`src/rtl/lau_pkg.sv`:
```
// Shared types for the accumulator/adder library: adder speed grade and accumulator FSM states.
package lau_pkg;

   typedef enum logic {
      SLOW,
      FAST
   } speed_e;

   typedef enum logic [1:0] {
      IDLE,
      ACC,
      OUT
   } cpr_accu_state_e;

endpackage

```
`src/rtl/cpr_row.sv`:
```
// ACCW columns of (NIN,2)-compressors built from NIN-2 chained full adders per column;
// the NIN-3 intermediate carries of column i feed column i+1, column 0 sees zero.
module cpr_row #(
   parameter int ACCW = 16,
   parameter int NIN  = 6
) (
   input  logic [NIN*ACCW-1:0] in_i,
   output logic [ACCW-1:0]     sum_o,
   output logic [ACCW-1:0]     carry_o
);

   logic [NIN-3:0] w_co;
   logic [NIN-4:0] w_ci;
   logic           w_t;
   logic           w_b;
   logic           w_x;

   // Full adder j of a column takes the running sum, input j+2 and carry-in j-1;
   // its carry-out j goes to adder j+1 of the next column, the last one is C.
   always_comb begin
      sum_o   = '0;
      carry_o = '0;
      w_ci    = '0;
      w_co    = '0;
      w_t     = 1'b0;
      w_b     = 1'b0;
      w_x     = 1'b0;
      for (int i = 0; i < ACCW; i++) begin
         w_co    = '0;
         w_t     = in_i[i];
         w_b     = in_i[ACCW + i];
         w_x     = in_i[2*ACCW + i];
         w_co[0] = (w_t & w_b) | (w_t & w_x) | (w_b & w_x);
         w_t     = w_t ^ w_b ^ w_x;
         for (int j = 1; j < NIN - 2; j++) begin
            w_b     = in_i[(j+2)*ACCW + i];
            w_x     = w_ci[j-1];
            w_co[j] = (w_t & w_b) | (w_t & w_x) | (w_b & w_x);
            w_t     = w_t ^ w_b ^ w_x;
         end
         sum_o[i]   = w_t;
         carry_o[i] = w_co[NIN-3];
         w_ci       = w_co[NIN-4:0];
      end
   end

endmodule

```
`src/rtl/lau_adder.sv`:
```
// WIDTH-bit carry-propagate adder, result modulo 2^WIDTH; combinational.
// SLOW selects a ripple chain, FAST a Kogge-Stone parallel-prefix carry network.
module lau_adder
   import lau_pkg::*;
#(
   parameter int     WIDTH = 16,
   parameter speed_e SPEED = FAST
) (
   input  logic [WIDTH-1:0] a_i,
   input  logic [WIDTH-1:0] b_i,
   output logic [WIDTH-1:0] sum_o
);

   if (SPEED == FAST) begin : g_fast
      logic [WIDTH-1:0] w_g;
      logic [WIDTH-1:0] w_p;
      logic [WIDTH-1:0] w_c;

      // Descending i keeps w_g[i-d]/w_p[i-d] at the previous level's value.
      always_comb begin
         w_g = a_i & b_i;
         w_p = a_i ^ b_i;
         for (int d = 1; d < WIDTH; d = d * 2) begin
            for (int i = WIDTH - 1; i >= d; i--) begin
               w_g[i] = w_g[i] | (w_p[i] & w_g[i-d]);
               w_p[i] = w_p[i] & w_p[i-d];
            end
         end
         w_c   = WIDTH'({w_g, 1'b0});
         sum_o = a_i ^ b_i ^ w_c;
      end
   end else begin : g_slow
      logic w_rc;

      always_comb begin
         w_rc  = 1'b0;
         sum_o = '0;
         for (int i = 0; i < WIDTH; i++) begin
            sum_o[i] = a_i[i] ^ b_i[i] ^ w_rc;
            w_rc     = (a_i[i] & b_i[i]) | (a_i[i] & w_rc) | (b_i[i] & w_rc);
         end
      end
   end

endmodule

```
`src/rtl/cpr_accu.sv`:
```
// Streams NOPS-operand beats into a carry-save sum/carry pair; one CPA resolves the packet total.
// Result valid the cycle after the last beat; input stalls while the result waits for out_ready_i.
module cpr_accu
   import lau_pkg::*;
#(
   parameter int     WIDTH  = 8,
   parameter int     NOPS   = 4,
   parameter int     ACCW   = 16,
   parameter int     CNTW   = 8,
   parameter int     SIGNED = 0,
   parameter speed_e SPEED  = FAST
) (
   input  logic                  clk_i,
   input  logic                  rst_ni,
   input  logic                  clr_i,
   input  logic                  in_valid_i,
   output logic                  in_ready_o,
   input  logic [NOPS*WIDTH-1:0] in_ops_i,
   input  logic                  in_last_i,
   output logic                  out_valid_o,
   input  logic                  out_ready_i,
   output logic [ACCW-1:0]       out_sum_o,
   output logic [CNTW-1:0]       out_cnt_o
);

   localparam int NIN = NOPS + 2;

   cpr_accu_state_e        r_state;
   logic [ACCW-1:0]        r_sum;
   logic [ACCW-1:0]        r_carry;
   logic [CNTW-1:0]        r_cnt;

   logic [NIN*ACCW-1:0]    w_row_in;
   logic [WIDTH-1:0]       w_op;
   logic [ACCW-1:0]        w_s;
   logic [ACCW-1:0]        w_c;
   logic [ACCW-1:0]        w_total;
   logic                   w_accept;

   always_comb begin
      w_row_in = '0;
      w_op     = '0;
      for (int k = 0; k < NOPS; k++) begin
         w_op = in_ops_i[k*WIDTH +: WIDTH];
         if (SIGNED != 0) begin
            w_row_in[k*ACCW +: ACCW] = ACCW'($signed(w_op));
         end else begin
            w_row_in[k*ACCW +: ACCW] = ACCW'(w_op);
         end
      end
      w_row_in[NOPS*ACCW +: ACCW]     = r_sum;
      w_row_in[(NOPS+1)*ACCW +: ACCW] = r_carry;
   end

   cpr_row #(
      .ACCW (ACCW),
      .NIN  (NIN)
   ) u_row (
      .in_i    (w_row_in),
      .sum_o   (w_s),
      .carry_o (w_c)
   );

   lau_adder #(
      .WIDTH (ACCW),
      .SPEED (SPEED)
   ) u_cpa (
      .a_i   (r_sum),
      .b_i   (r_carry),
      .sum_o (w_total)
   );

   assign w_accept = in_valid_i & (r_state != OUT);

   always_ff @(posedge clk_i or negedge rst_ni) begin
      if (!rst_ni) begin
         r_state <= IDLE;
         r_sum   <= '0;
         r_carry <= '0;
         r_cnt   <= '0;
      end else if (clr_i) begin
         r_state <= IDLE;
         r_sum   <= '0;
         r_carry <= '0;
         r_cnt   <= '0;
      end else begin
         case (r_state)
            IDLE, ACC: begin
               if (w_accept) begin
                  r_sum   <= w_s;
                  // Carry column i weighs 2^(i+1); the carry out of the top column is dropped.
                  r_carry <= ACCW'({w_c, 1'b0});
                  r_cnt   <= (r_cnt == {CNTW{1'b1}}) ? r_cnt : r_cnt + CNTW'(1);
                  r_state <= in_last_i ? OUT : ACC;
               end
            end
            OUT: begin
               if (out_ready_i) begin
                  r_state <= IDLE;
                  r_sum   <= '0;
                  r_carry <= '0;
                  r_cnt   <= '0;
               end
            end
            default: r_state <= IDLE;
         endcase
      end
   end

   assign in_ready_o  = (r_state != OUT);
   assign out_valid_o = (r_state == OUT);
   assign out_sum_o   = (r_state == OUT) ? w_total : '0;
   assign out_cnt_o   = (r_state == OUT) ? r_cnt : '0;

endmodule
```
`config.mk`:
```
export PLATFORM = sky130hd
export DESIGN_NAME = cpr_accu
export DESIGN_NICKNAME = d
export VERILOG_FILES = /design/src/rtl/lau_pkg.sv /design/src/rtl/cpr_row.sv /design/src/rtl/lau_adder.sv /design/src/rtl/cpr_accu.sv
export SDC_FILE = /design/constraint.sdc
export NUM_CORES = 1
export LEC_CHECK = 0
export CORE_AREA = 2 2 96 98
export CTS_BUF_LIST = sky130_fd_sc_hd__clkbuf_8
export DETAILED_ROUTE_END_ITERATION = 8
export DIE_AREA = 0 0 98 100
export HOLD_SLACK_MARGIN = 0.06
export SLEW_MARGIN = 20
export SYNTH_ARGS = -nofsm -noshare
export SYNTH_HDL_FRONTEND = slang
export SYNTH_SLANG_ARGS = --single-unit
export TNS_END_PERCENT = 50
```
`constraint.sdc`:
```
create_clock -name clk_i -period 2.9 [get_ports clk_i]
set_input_delay 0.435 -clock clk_i [delete_from_list [all_inputs] [get_ports clk_i]]
set_output_delay 0.435 -clock clk_i [all_outputs]
set_load 0.03 [all_outputs]
```
### Word-level counts from Yosys, hierarchy flattened

Cells that the tools add are included.

| cells by class | value |
|---|---|
| $add $sub $neg | 1 |
| mux-type cells | 19 |
| equality and inequality tests | 7 |
| reduce and logical (&&, ||, !) cells | 6 |
| bitwise operators | 366 |

Operators with widths:

| cell | count |
|---|---|
| bitwise AND 1 bit | 181 |
| OR 1 bit | 109 |
| 2-to-1 mux 16 bit | 6 |
| XOR 1 bit | 73 |
| case mux 16 bit (2 select lines) | 2 |
| 2-to-1 mux 8 bit | 5 |
| XOR 16 bit | 2 |
| case mux 8 bit (2 select lines) | 1 |
| bitwise AND 15 bit | 1 |
| adder 8 x 1 -> 8 bit (second input constant) | 1 |
| == test 8 bit (second input constant) | 1 |
| 2-to-1 mux 2 bit | 4 |
| != test 3 bit (second input constant) | 2 |
| case mux 2 bit (2 select lines) | 1 |
| AND reduction 4 bit | 1 |
| != test 3 x 2 -> 1 bit (second input constant) | 1 |
| AND reduction 3 bit | 1 |
| nonzero test 3 bit | 1 |
| == test 2 x 1 -> 1 bit (second input constant) | 1 |
| == test 2 bit (second input constant) | 1 |
| logical NOT 2 bit | 1 |
| != test 2 bit (second input constant) | 1 |
| AND reduction 2 bit | 1 |
| OR reduction 2 bit | 1 |

| word-level totals | value |
|---|---|
| output and inout bits | 26 |
| input bits | 38 |
| flip-flop bits (word level) | 42 |

### Depth between registers and ports, before layout

Gate-level depths: netlist of the first run.

| logic depth | value |
|---|---|
| word-level depth | 15 |
| depth in mapped cells | 8 |
| depth with buffers taken out | 7 |

### Hierarchy

From an unflattened synthesis of the first run, not the netlist that was laid out.

| unflattened totals | value |
|---|---|
| cells, all modules | 376 |
| area total of the unflattened synthesis | 3935.0 um^2 |

Modules (own cells, without submodules):

| module | instances | sequential area each (um^2) | cells an instance | area each (um^2) |
|---|---|---|---|---|
| cpr_accu | 1 | 1026.0 | 220 | 1979.4 |
| cpr_row | 1 | 0.0 | 66 | 1268.7 |
| lau_adder | 1 | 0.0 | 90 | 686.9 |

### Worst setup path before layout of the first run

OpenSTA, ideal clock, no wires.

| path | value |
|---|---|
| path type | reg2out |
| from | register r_sum[2] |
| to | output out_sum_o[14] |
| cell stages (with the launch flop) | 8 |
| arrival time | 2.534 ns |
| path slack | -0.069 ns |
| cell sequence | dfrtp_1 ha_1 fa_1 a21o_1 a221oi_2 nor3_1 o31a_1 nor3_1 |

| on the way | value |
|---|---|
| longest elaborated chain between the ends | 10 |
| elaborated cells between the ends (all ways) | 14 |
| those cells by class | mux (1); bitwise (13) |

RTL lines:

| item | RTL line | text |
|---|---|---|
| from (decl) | cpr_accu.sv:29 | `logic [ACCW-1:0] r_sum;` |
| from (signal assigned) | cpr_accu.sv:90 | `r_sum <= w_s;` |
| bitwise AND 15 bit | lau_adder.sv:21 | `w_g = a_i & b_i;` |
| bitwise AND 1 bit | lau_adder.sv:25 | `w_g[i] = w_g[i] \| (w_p[i] & w_g[i-d]);` |
| OR 1 bit | lau_adder.sv:25 |  |
| bitwise AND 1 bit | lau_adder.sv:25 |  |
| OR 1 bit | lau_adder.sv:25 |  |
| OR 1 bit * | lau_adder.sv:25 |  |
| bitwise AND 1 bit * | lau_adder.sv:25 |  |
| OR 1 bit * | lau_adder.sv:25 |  |
| XOR 16 bit * | lau_adder.sv:30 | `sum_o = a_i ^ b_i ^ w_c;` |
| 2-to-1 mux 16 bit * | cpr_accu.sv:112 | `assign out_sum_o = (r_state == OUT) ? w_total : '0;` |
| to (decl) | cpr_accu.sv:22 | `output logic [ACCW-1:0] out_sum_o,` |

Every way passes the cells marked *; elsewhere a longest branch is shown, timed or not.

### Worst setup path after layout of the first run

Ends and elaborated chain as after synthesis.

==> summary.txt, run 1 <==
status: finished with violations
failing checks: negative setup slack
dpl hpwl: 5050 um
Die Width: 98 um
Worst Max-Slew Pin Slew: 971 ps
initial antenna violation count: 0
drt wl/cell: 13.4 um
worst ir drop on vdd: 295 uV
Syn Inst Count: 325
pin count of the biggest net entering global routing: 61
Setup crit end kind: primary output
Yosys cell types: 44
final setup fails: 2
clk slew on worst S/H paths: 80 ps
Sink Count: 40
cts bufs inserted: 5
# nets final: 478
syn_nets: 412
commonest non-fill, non-tap cell in the layout: nand2_1
Cell Rows: 35
syn_area_per_cell: 9.64 um2
n_diodes: 0
Synth warnings: 0
P_leak: 1.84 nW
commonest cells after routing, fill and taps aside: nand2_1 (64), clkdlybuf4s50_1 (50), dfrtp_1 (40)
fillers: 863
Critical Path Slowest Stage Cell: dfrtp_1
1st-pass router iterations: 4
Critical Path RT: 2470 ps
crit path cell chain: ha_2, fa_2, a21o_1, a221oi_2, nor3_2, o31a_1, nor3_4, buf_12
DR vias: 2500
Post-CTS Hold Buffers: 0
chip height: 100 um
Post-synth EDFFs: 0
RSZ-0062 raised after global routing: true
H-tree depth: 2
RePlAce Congestion: 0.772
crit-path max cell delay: 400 ps
clk_lat worst skew: 300 ps
vias in the first global route: 2456
first-pass GRT wire length: 11800 um
Total Routing Usage GR: 0.145
Pwr Density: 564 nW/um2
period utilization: 1.03
antenna-violating nets left: 0
Port Buffers: 63
post-DR vias/cell: 4.97
CP Launch Type: flop
Synth Register Bits: 40
Final Skew: 7.93 ps
crit path time final: 2980 ps
ys async rst share: 1.00
critical path class: flop to primary output
DRC Markers: 0
Final Slew Violations: 0
register area share after synthesis: 0.320
synthesized area: 3130 um2
setup ws final: -78.1 ps
FMAX: 336 MHz
Hold Crit Class: primary input to asynchronous set/reset pin
setup TNS: -82.0 ps
Top FF cell, synth: dfrtp_1
CP arrival: 2540 ps
Hold Vio Cnt, Final: 0
total congestion overflow: 0
die area: 9800 um2
Area after DPL: 3930 um2
synthesis-to-finish area growth: 32.5%
Iter 0 DRT Violations: 134
core region area: 8890 um2
relative slew slack: 0.352
CTS root buf: clkbuf_8
final instance area: 4150 um2
CP max FO: 3
Crit path max-delay family: compound AO/OA/AOI/OAI gates
Starting Density: 0.352
fraction of layout cells with a size suffix above 1: 0.122
Routed WL: 6760 um
post-layout util: 0.467
# IOs: 64
Max-cap violations: 0
clk buf depth: 2
TritonCTS clock tree: yes
Buf/Inv on CP: 1
through the flow:
stage / std cells / power [W] / hold WS [ps] / setup WS [ps]
5_1_grt: 503 / 0.00256 / 347 / -170
3_3_place_gp: 492 / 0.00168 / 470 / -258
6_report: 503 / 0.00234 / 286 / -78.1
3_5_place_dp: 492 / 0.00171 / 476 / -289
2_1_floorplan: 325 / 0.00141 / 139 / 172
4_1_cts: 500 / 0.00236 / 315 / -173
layout make-up:
class	count	area [um2]	area share
clock inverter	3	90.1	0.0217
sequential	40	1000	0.241
timing repair buffer	75	743	0.179
multi-input combinational	262	2080	0.501
inverter	7	28.8	0.00694
tap	111	139	0.0335
clock buffer	5	68.8	0.0166
cells by family (layout without fill, tap and decap cells):
group,after synthesis,after routing,synth area share
flops,40,40,0.320
simple gates,125,125,0.186
xor+xnor,9,9,0.0252
buf+inv,23,90,0.0336
fa+ha+maj,49,49,0.272
mux,1,1,0.00320
compound gates,78,78,0.160
power by group:
part	total (W)	leakage (nW)	switching, W	internal (W)
registers	0.000755	0.544	0.000105	0.000650
clock network	0.000644	0.0784	0.000214	0.000431
logic	0.000940	1.21	0.000496	0.000444
total	0.00234	1.84	0.000814	0.00153
Yosys cell counts, types with 2 or more instances:
cell type	instances	area [um2]
a21o_1	5	37.5
dfrtp_1	40	1000
fa_1	32	641
o21ai_0	33	165
ha_1	17	213
inv_1	6	22.5
xor2_1	5	43.8
and3_1	5	31.3
clkbuf_1	7	26.3
a21oi_1	11	55.1
buf_4	2	15.0
and2_1	14	87.6
nor2_1	16	60.1
o31ai_1	3	22.5
nor3_1	3	15.0
buf_2	7	35.0
o21ai_1	10	50.1
o211a_1	2	20.0
nand2_1	64	240
nand3_1	7	35.0
xnor2_1	4	35.0
nand2b_1	9	56.3
o31a_1	2	17.5
path summary, 6_finish.rpt:
kind	slack [ps]	end	startpoint	cells past startpoint
min in group clk_i	490	r_carry[14]	r_carry[14]	2
worst max-delay path	-80	out_sum_o[14]	r_sum[2]	8
max in group asynchronous	2010	r_carry[15]	rst_ni	1
worst min register to register	490	r_carry[14]	r_carry[14]	2
worst max register to register	870	r_carry[13]	r_state[1]	5
worst min-delay path	290	r_sum[13]	rst_ni	1
state kept, by name, indices dropped and copies added (netlist names):
register,flops
r_cnt,8
r_sum,16
r_carry,14
r_state,2
per-layer routing:
metal,GRT usage,part of all wire,up-vias
li1,-,-,1238
met1,0.201,0.46,1209
met2,0.238,0.49,48
met3,0.0265,0.037,5
met4,0.0363,0.0087,0
met5,0,0,-
repair_timing:
| item | 4_1_cts | 5_1_grt |
|---|---|---|
| gates resized for setup | 7 | 17 |
| buffers inserted | 0 | 3 |
| setup endpoints to repair | 7 | 15 |
| pin swaps | 1 | 16 |
| cloned | 0 | 0 |
worst register-to-register path: stages, from the launching register on:
cell	delay, ps
dfrtp_1	410
nand2b_1	310
inv_4	170
a221oi_4	290
buf_4	470
o21ai_0	230
Power figures use the tool's default switching activity.
==> run 2: changes to the inputs <==
--- a/config.mk
+++ b/config.mk
@@ -5,11 +5,13 @@
 export SDC_FILE = /design/constraint.sdc
 export NUM_CORES = 1
 export LEC_CHECK = 0
-export CORE_AREA = 2 2 96 98
+export ABC_AREA = 1
+export CORE_AREA = 2 2 98 100
 export CTS_BUF_LIST = sky130_fd_sc_hd__clkbuf_8
 export DETAILED_ROUTE_END_ITERATION = 8
-export DIE_AREA = 0 0 98 100
+export DIE_AREA = 0 0 100 102
 export HOLD_SLACK_MARGIN = 0.06
+export PLACE_DENSITY = 0.55
 export SLEW_MARGIN = 20
 export SYNTH_ARGS = -nofsm -noshare
 export SYNTH_HDL_FRONTEND = slang
==> run 2 against run 1 <==
Count of clock-buffer cells in the layout did not move; register-to-register slack better by 190 ps; hold slack got worse by 35 ps; largest cell class unchanged; non-clock buffer count fell by 7; critical endpoint is now r_sum[6]; utilization decreased by 0.71 points; total power is 2.5% lower; highest routed layer unchanged; the run now ends clean.
==> summary.txt, run 2 <==
status: complete, no violations
vias in the first global route: 2664 (+8.5%)
Total Routing Usage GR: 0.145 (-0.000262)
capturing point of the worst reg2reg path: r_cnt[4]
Setup crit end kind: flop
pin count of the biggest net entering global routing: 53 (-13%)
Yosys cell types: 27 (-39%)
# IOs: 64 (unchanged)
crit path cell chain: clkdlybuf4s50_1, fa_1, fa_1, fa_1, fa_1, nand2_1, o21ai_0
CTS root buf: clkbuf_8
Die Width: 100 um (+2.0%)
Port Buffers: 63 (unchanged)
chip height: 102 um (+2.0%)
Synth warnings: 0 (unchanged)
synthesized area: 3280 um2 (+4.6%)
clk buf depth: 2 (unchanged)
dpl hpwl: 5510 um (+9.2%)
CP arrival: 3060 ps (+520 ps)
Synth top area share: 0.306 (-0.0140)
most frequent cell after synthesis: nand2_1
P_leak: 2.01 nW (+9.5%)
Critical Path RT: 3120 ps (+650 ps)
Critical Path Slowest Stage Cell: fa_1
Pwr Density: 545 nW/um2 (-3.4%)
DR vias: 2775 (+11%)
# nets final: 566 (+18%)
antenna-violating nets left: 0 (unchanged)
RSZ-0062 raised after global routing: true
Cell Rows: 35 (unchanged)
Syn Inst Count: 417 (+28%)
crit path time final: 2850 ps (-132 ps)
Hold Crit Class: primary input to asynchronous set/reset pin
final setup fails: 0 (-2)
max reg flops: 16 (unchanged)
register area share after synthesis: 0.306 (-0.0140)
Top FF cell, synth: dfrtp_1
top flop regs: r_sum x16, r_carry x14, r_cnt x8
commonest cells after routing, fill and taps aside: nand2_1 (125), clkdlybuf4s50_1 (49), inv_1 (47)
Final Slew Violations: 0 (unchanged)
core region area: 9110 um2 (+2.5%)
H-tree depth: 2 (unchanged)
fraction of layout cells with a size suffix above 1: 0.0626 (-0.0598)
Worst path most repeated cell: fa_1
1st-pass router iterations: 4 (unchanged)
CP Launch Type: primary input
commonest non-fill, non-tap cell in the layout: nand2_1
Area after DPL: 4050 um2 (+2.9%)
Synth Register Bits: 40 (unchanged)
Final Skew: 11.1 ps (+3.14 ps)
post-DR vias/cell: 4.70 (-5.4%)
ys async rst share: 1.00 (unchanged)
R2R depth: 10 (+5)
dominant cell type by area after synthesis: dfrtp_1
Largest Register: r_sum
Max-cap violations: 0 (unchanged)
DRC Markers: 0 (unchanged)
period utilization: 0.981 (-0.0455)
n_diodes: 0 (unchanged)
Worst Max-Slew Pin Slew: 922 ps (-49.8 ps)
Non-Filler Instances: 590 (+17%)
r2r setup slk: 1060 ps (+190 ps)
clk slew on worst S/H paths: 90 ps (about the same)
first-pass GRT wire length: 12000 um (+1.7%)
placed cells: 583 (+18%)
Synth top cells by count: nand2_1 (125), inv_1 (47), nor2_1 (44)
syn_area_per_cell: 7.86 um2 (-18%)
RePlAce Congestion: 0.788 (+2.1%)
final instance area: 4190 um2 (+0.90%)
Routed WL: 7070 um (+4.6%)
Iter 0 DRT Violations: 66 (-51%)
CP max FO: 1 (-2)
cts bufs inserted: 5 (unchanged)
relative slew slack: 0.386 (+0.0332)
Post-CTS Hold Buffers: 0 (unchanged)
critical path class: primary input to flop
ranking of synthesized cells by area: dfrtp_1 (31%), fa_1 (20%), nand2_1 (14%)
fillers: 944 (+9.4%)
syn_nets: 504 (+22%)
post-layout util: 0.460 (-0.00710)
synthesis-to-finish area growth: 27.8%
RR Startpoint: r_state[1]
Post-synth EDFFs: 0 (unchanged)
worst ir drop on vdd: 253 uV (-14%)
Hold Vio Cnt, Final: 0 (unchanged)
TritonCTS clock tree: yes
initial antenna violation count: 0 (unchanged)
clk_lat worst skew: 300 ps (about the same)
total congestion overflow: 0 (unchanged)
FMAX: 351 MHz (+4.6%)
Starting Density: 0.360 (+0.00733)
die area: 10200 um2 (+4.1%)
Sink Count: 40 (unchanged)
postcts setup bufs: 0 (unchanged)
crit-path max cell delay: 560 ps (+160 ps)
drt wl/cell: 12.0 um (-11%)
-- run 2: routing by layer --
| metal | global-route usage | part of all wire | up-vias |
|---|---|---|---|
| li1 | - | - | 1431 |
| met3 | 0.0301 | 0.049 | 5 |
| met2 | 0.248 | 0.49 | 52 |
| met1 | 0.193 | 0.46 | 1287 |
| met5 | 0 | 0 | - |
| met4 | 0.0285 | 0.0061 | 0 |
-- run 2: logic make-up (layout without fill, tap and decap cells) --
family / count (synthesis) / after routing / synth area share
AO/OA/AOI/OAI: 56 / 56 / 0.0886
XOR/XNOR: 6 / 6 / 0.0160
adder cells (fa/ha/maj): 49 / 49 / 0.261
buffers and inverters: 62 / 124 / 0.0752
flip-flops: 40 / 40 / 0.306
AND/OR/NAND/NOR: 204 / 204 / 0.254
-- run 2: what timing repair did --
action / 4_1_cts / 5_1_grt
gates resized for setup: 8 / 13
hold endpoints to repair: 0 / 0
pin swaps: 1 / 12
setup endpoints to repair: 9 / 15
-- run 2: final cells by class --
cell class	count	area, um2	area share
inverter	49	184	0.0439
clock buffer	5	68.8	0.0164
tap	111	139	0.0332
sequential	40	1000	0.239
multi-input combinational	315	2040	0.488
clock inverter	2	60.1	0.0143
timing repair buffer	68	692	0.165
-- run 2: metrics by stage --
stage / power [W] / TNS (ps) / hold WS (ps) / setup slack, ps
floorplan: 0.00146 / 0 / 139 / 220
global placement: 0.00172 / -2690 / 473 / -262
detailed placement: 0.00176 / -3490 / 476 / -341
CTS: 0.00231 / 0 / 312 / 0.510
global route: 0.00249 / -88.3 / 349 / -38.3
finish: 0.00228 / 0 / 251 / 53.8
-- run 2: worst max-delay path by stage --
stage / from / endpoint / slack (ps) / depth (start not counted)
after CTS: in_ops_i[3] / r_sum[3] / 0.5 / 7
after detailed placement: in_ops_i[3] / r_sum[3] / -340 / 7
after global routing: in_ops_i[5] / r_sum[5] / -40 / 7
after floorplan: in_ops_i[2] / r_sum[2] / 220 / 6
after global placement: in_ops_i[2] / r_sum[2] / -260 / 7
final: in_ops_i[22] / r_sum[6] / 50 / 7
-- run 2: where the power goes --
group / switching, W / internal (W) / total (W)
clock: 0.000207 / 0.000339 / 0.000546
combinational: 0.000541 / 0.000439 / 0.000980
sequential: 0.000103 / 0.000652 / 0.000754
-- run 2: worst max-delay path: cells and delay by family --
family | cells | cell delay (ps)
buffers and inverters | 1 | 430
adder cells (fa/ha/maj) | 4 | 1980
AND/OR/NAND/NOR | 1 | 50
AO/OA/AOI/OAI | 1 | 170
==> run 3: changes to the inputs <==
--- a/config.mk
+++ b/config.mk
@@ -5,11 +5,10 @@
 export SDC_FILE = /design/constraint.sdc
 export NUM_CORES = 1
 export LEC_CHECK = 0
-export ABC_AREA = 1
-export CORE_AREA = 2 2 98 100
+export CORE_AREA = 2 2 96 98
 export CTS_BUF_LIST = sky130_fd_sc_hd__clkbuf_8
 export DETAILED_ROUTE_END_ITERATION = 8
-export DIE_AREA = 0 0 100 102
+export DIE_AREA = 0 0 98 100
 export HOLD_SLACK_MARGIN = 0.06
 export PLACE_DENSITY = 0.55
 export SLEW_MARGIN = 20
==> run 3 against run 2 <==
The run now ends with negative setup slack left; final cell count is 16% lower; setup slack got worse by 150 ps; final area down 3.1%; first-iteration DRC count increased by 38%; combinational power fell by 2%; fmax is 5.1% lower; die area decreased by 3.9%.
==> summary.txt, run 3 (same netlist as run 1, synthesis figures left out) <==
status: finished with violations
failing checks: negative setup slack
Cell Rows: 35 (unchanged)
crit-path max cell delay: 400 ps (-160 ps)
Worst Max-Slew Pin Slew: 929 ps (+7.60 ps)
Pwr Density: 507 nW/um2 (-6.9%)
Starting Density: 0.352 (-0.00733)
Largest Register: r_sum
clk slew on worst S/H paths: 80 ps (about the same)
die area: 9800 um2 (-3.9%)
dpl hpwl: 5070 um (-8.0%)
Setup crit end kind: primary output
total congestion overflow: 0 (unchanged)
final setup fails: 1 (+1)
top flop regs: r_sum x16, r_carry x14, r_cnt x8
FMAX: 333 MHz (-5.1%)
Area after DPL: 3920 um2 (-3.0%)
CP arrival: 2560 ps (-500 ps)
fraction of layout cells with a size suffix above 1: 0.109 (+0.0459)
1st-pass router iterations: 4 (unchanged)
Final Skew: 5.37 ps (-5.71 ps)
commonest non-fill, non-tap cell in the layout: nand2_1
DR vias: 2441 (-12%)
Routed WL: 6690 um (-5.4%)
commonest cells after routing, fill and taps aside: nand2_1 (64), clkdlybuf4s50_1 (51), dfrtp_1 (40)
# nets final: 476 (-16%)
Buf/Inv on CP: 1 (unchanged)
core region area: 8890 um2 (-2.4%)
first-pass GRT wire length: 11300 um (-5.8%)
worst ir drop on vdd: 263 uV (+3.9%)
P_leak: 1.78 nW (-12%)
clk buf depth: 2 (unchanged)
max reg flops: 16 (unchanged)
RePlAce Congestion: 0.829 (+5.3%)
global route hottest layer: met2
critical path class: flop to primary output
CTS root buf: clkbuf_8
TritonCTS clock tree: yes
Sink Count: 40 (unchanged)
Hold Crit Class: primary input to asynchronous set/reset pin
period utilization: 1.03 (+0.0527)
setup ws final: -99.1 ps (-153 ps)
RSZ-0062 raised after global routing: true
GRT met1 Usage: 0.194 (+0.000975)
crit path cell chain: ha_2, fa_2, a21o_1, a221oi_4, nor3_2, o31a_1, nor3_4, buf_12
Die Width: 98 um (-2.0%)
DRC Markers: 0 (unchanged)
Overall Power: 0.00206 W (-9.8%)
Iter 0 DRT Violations: 91 (+38%)
Post-CTS Hold Buffers: 0 (unchanged)
CP max FO: 3 (+2)
relative slew slack: 0.381 (-0.00506)
GR Util met2: 0.230 (-0.0187)
pin count of the biggest net entering global routing: 61 (+15%)
met3 Use GR: 0.0292 (-0.000848)
clk_lat worst skew: 290 ps (about the same)
Final Slew Violations: 0 (unchanged)
post-DR vias/cell: 4.90 (+4.2%)
cts bufs inserted: 5 (unchanged)
drt wl/cell: 13.4 um (+12%)
Hold Vio Cnt, Final: 0 (unchanged)
initial antenna violation count: 0 (unchanged)
antenna-violating nets left: 0 (unchanged)
final instance area: 4060 um2 (-3.1%)
CP Launch Type: flop
vias in the first global route: 2352 (-12%)
Critical Path Slowest Stage Cell: dfrtp_1
crit path time final: 3000 ps (+153 ps)
# IOs: 64 (unchanged)
Total Routing Usage GR: 0.142 (-0.00272)
Max-cap violations: 0 (unchanged)
Crit path max-delay family: compound AO/OA/AOI/OAI gates
Critical Path RT: 2470 ps (-650 ps)
n_diodes: 0 (unchanged)
chip height: 100 um (-2.0%)
synthesis-to-finish area growth: 29.5%
H-tree depth: 2 (unchanged)
Port Buffers: 63 (unchanged)
[run 3: per-layer routing]
metal | vias to the layer above | wire length, um
met1 | 1173 | 3140
met5 | - | 0
li1 | 1232 | -
met3 | 5 | 196
met4 | 0 | 84
met2 | 31 | 3260
[run 3: layout make-up]
type                            instances  area [um2]
Tap cell                              111         139
Sequential cell                        40        1000
Clock buffer                            5        68.8
Inverter                                7        28.8
Fill cell                             865        4830
Timing Repair Buffer                   73         729
Multi-Input combinational cell        262        2090
[run 3: worst register-to-register path, cell delays in order (launching register included)]
cell and delay (ps):
dfrtp_1 420, ha_1 230, and3_1 180, and3_1 220, a41o_1 360, or2_4 310, o31ai_2 210
[run 3: per-stage QoR]
stage               worst slack (ps)   util  hold slack (ps)  instances  TNS (ps)
detailed placement              -330  0.441              476        491     -3090
global route                    -203  0.456              361        498      -471
global placement                -276  0.441              469        491     -2650
CTS                             -200  0.450              316        496      -200
finish                         -99.1  0.456              283        498     -99.1
floorplan                        172      -              139        325         0
[run 3: path summary, 6_finish.rpt]
check / start / endpoint / slack [ps] / cells past startpoint
worst max-delay path: r_sum[2] / out_sum_o[14] / -100 / 8
worst min-delay path: rst_ni / r_cnt[3] / 280 / 1
worst max register to register: r_cnt[0] / r_cnt[7] / 900 / 6
worst min register to register: r_carry[11] / r_carry[11] / 490 / 2
max in group asynchronous: rst_ni / r_carry[11] / 2050 / 1
min in group clk_i: r_carry[11] / r_carry[11] / 490 / 2
[run 3: repair_timing]
item	4_1_cts	5_1_grt
gates resized for setup	8	16
setup buffers	0	2
pin swaps	0	15
endpoints found under the setup margin	9	14
[run 3: report_power, final]
part | switching [W] | internal, W
Sequential | 0.000103 | 0.000651
Combinational | 0.000512 | 0.000449
Clock | 0.000186 | 0.000155
Total | 0.000801 | 0.00126
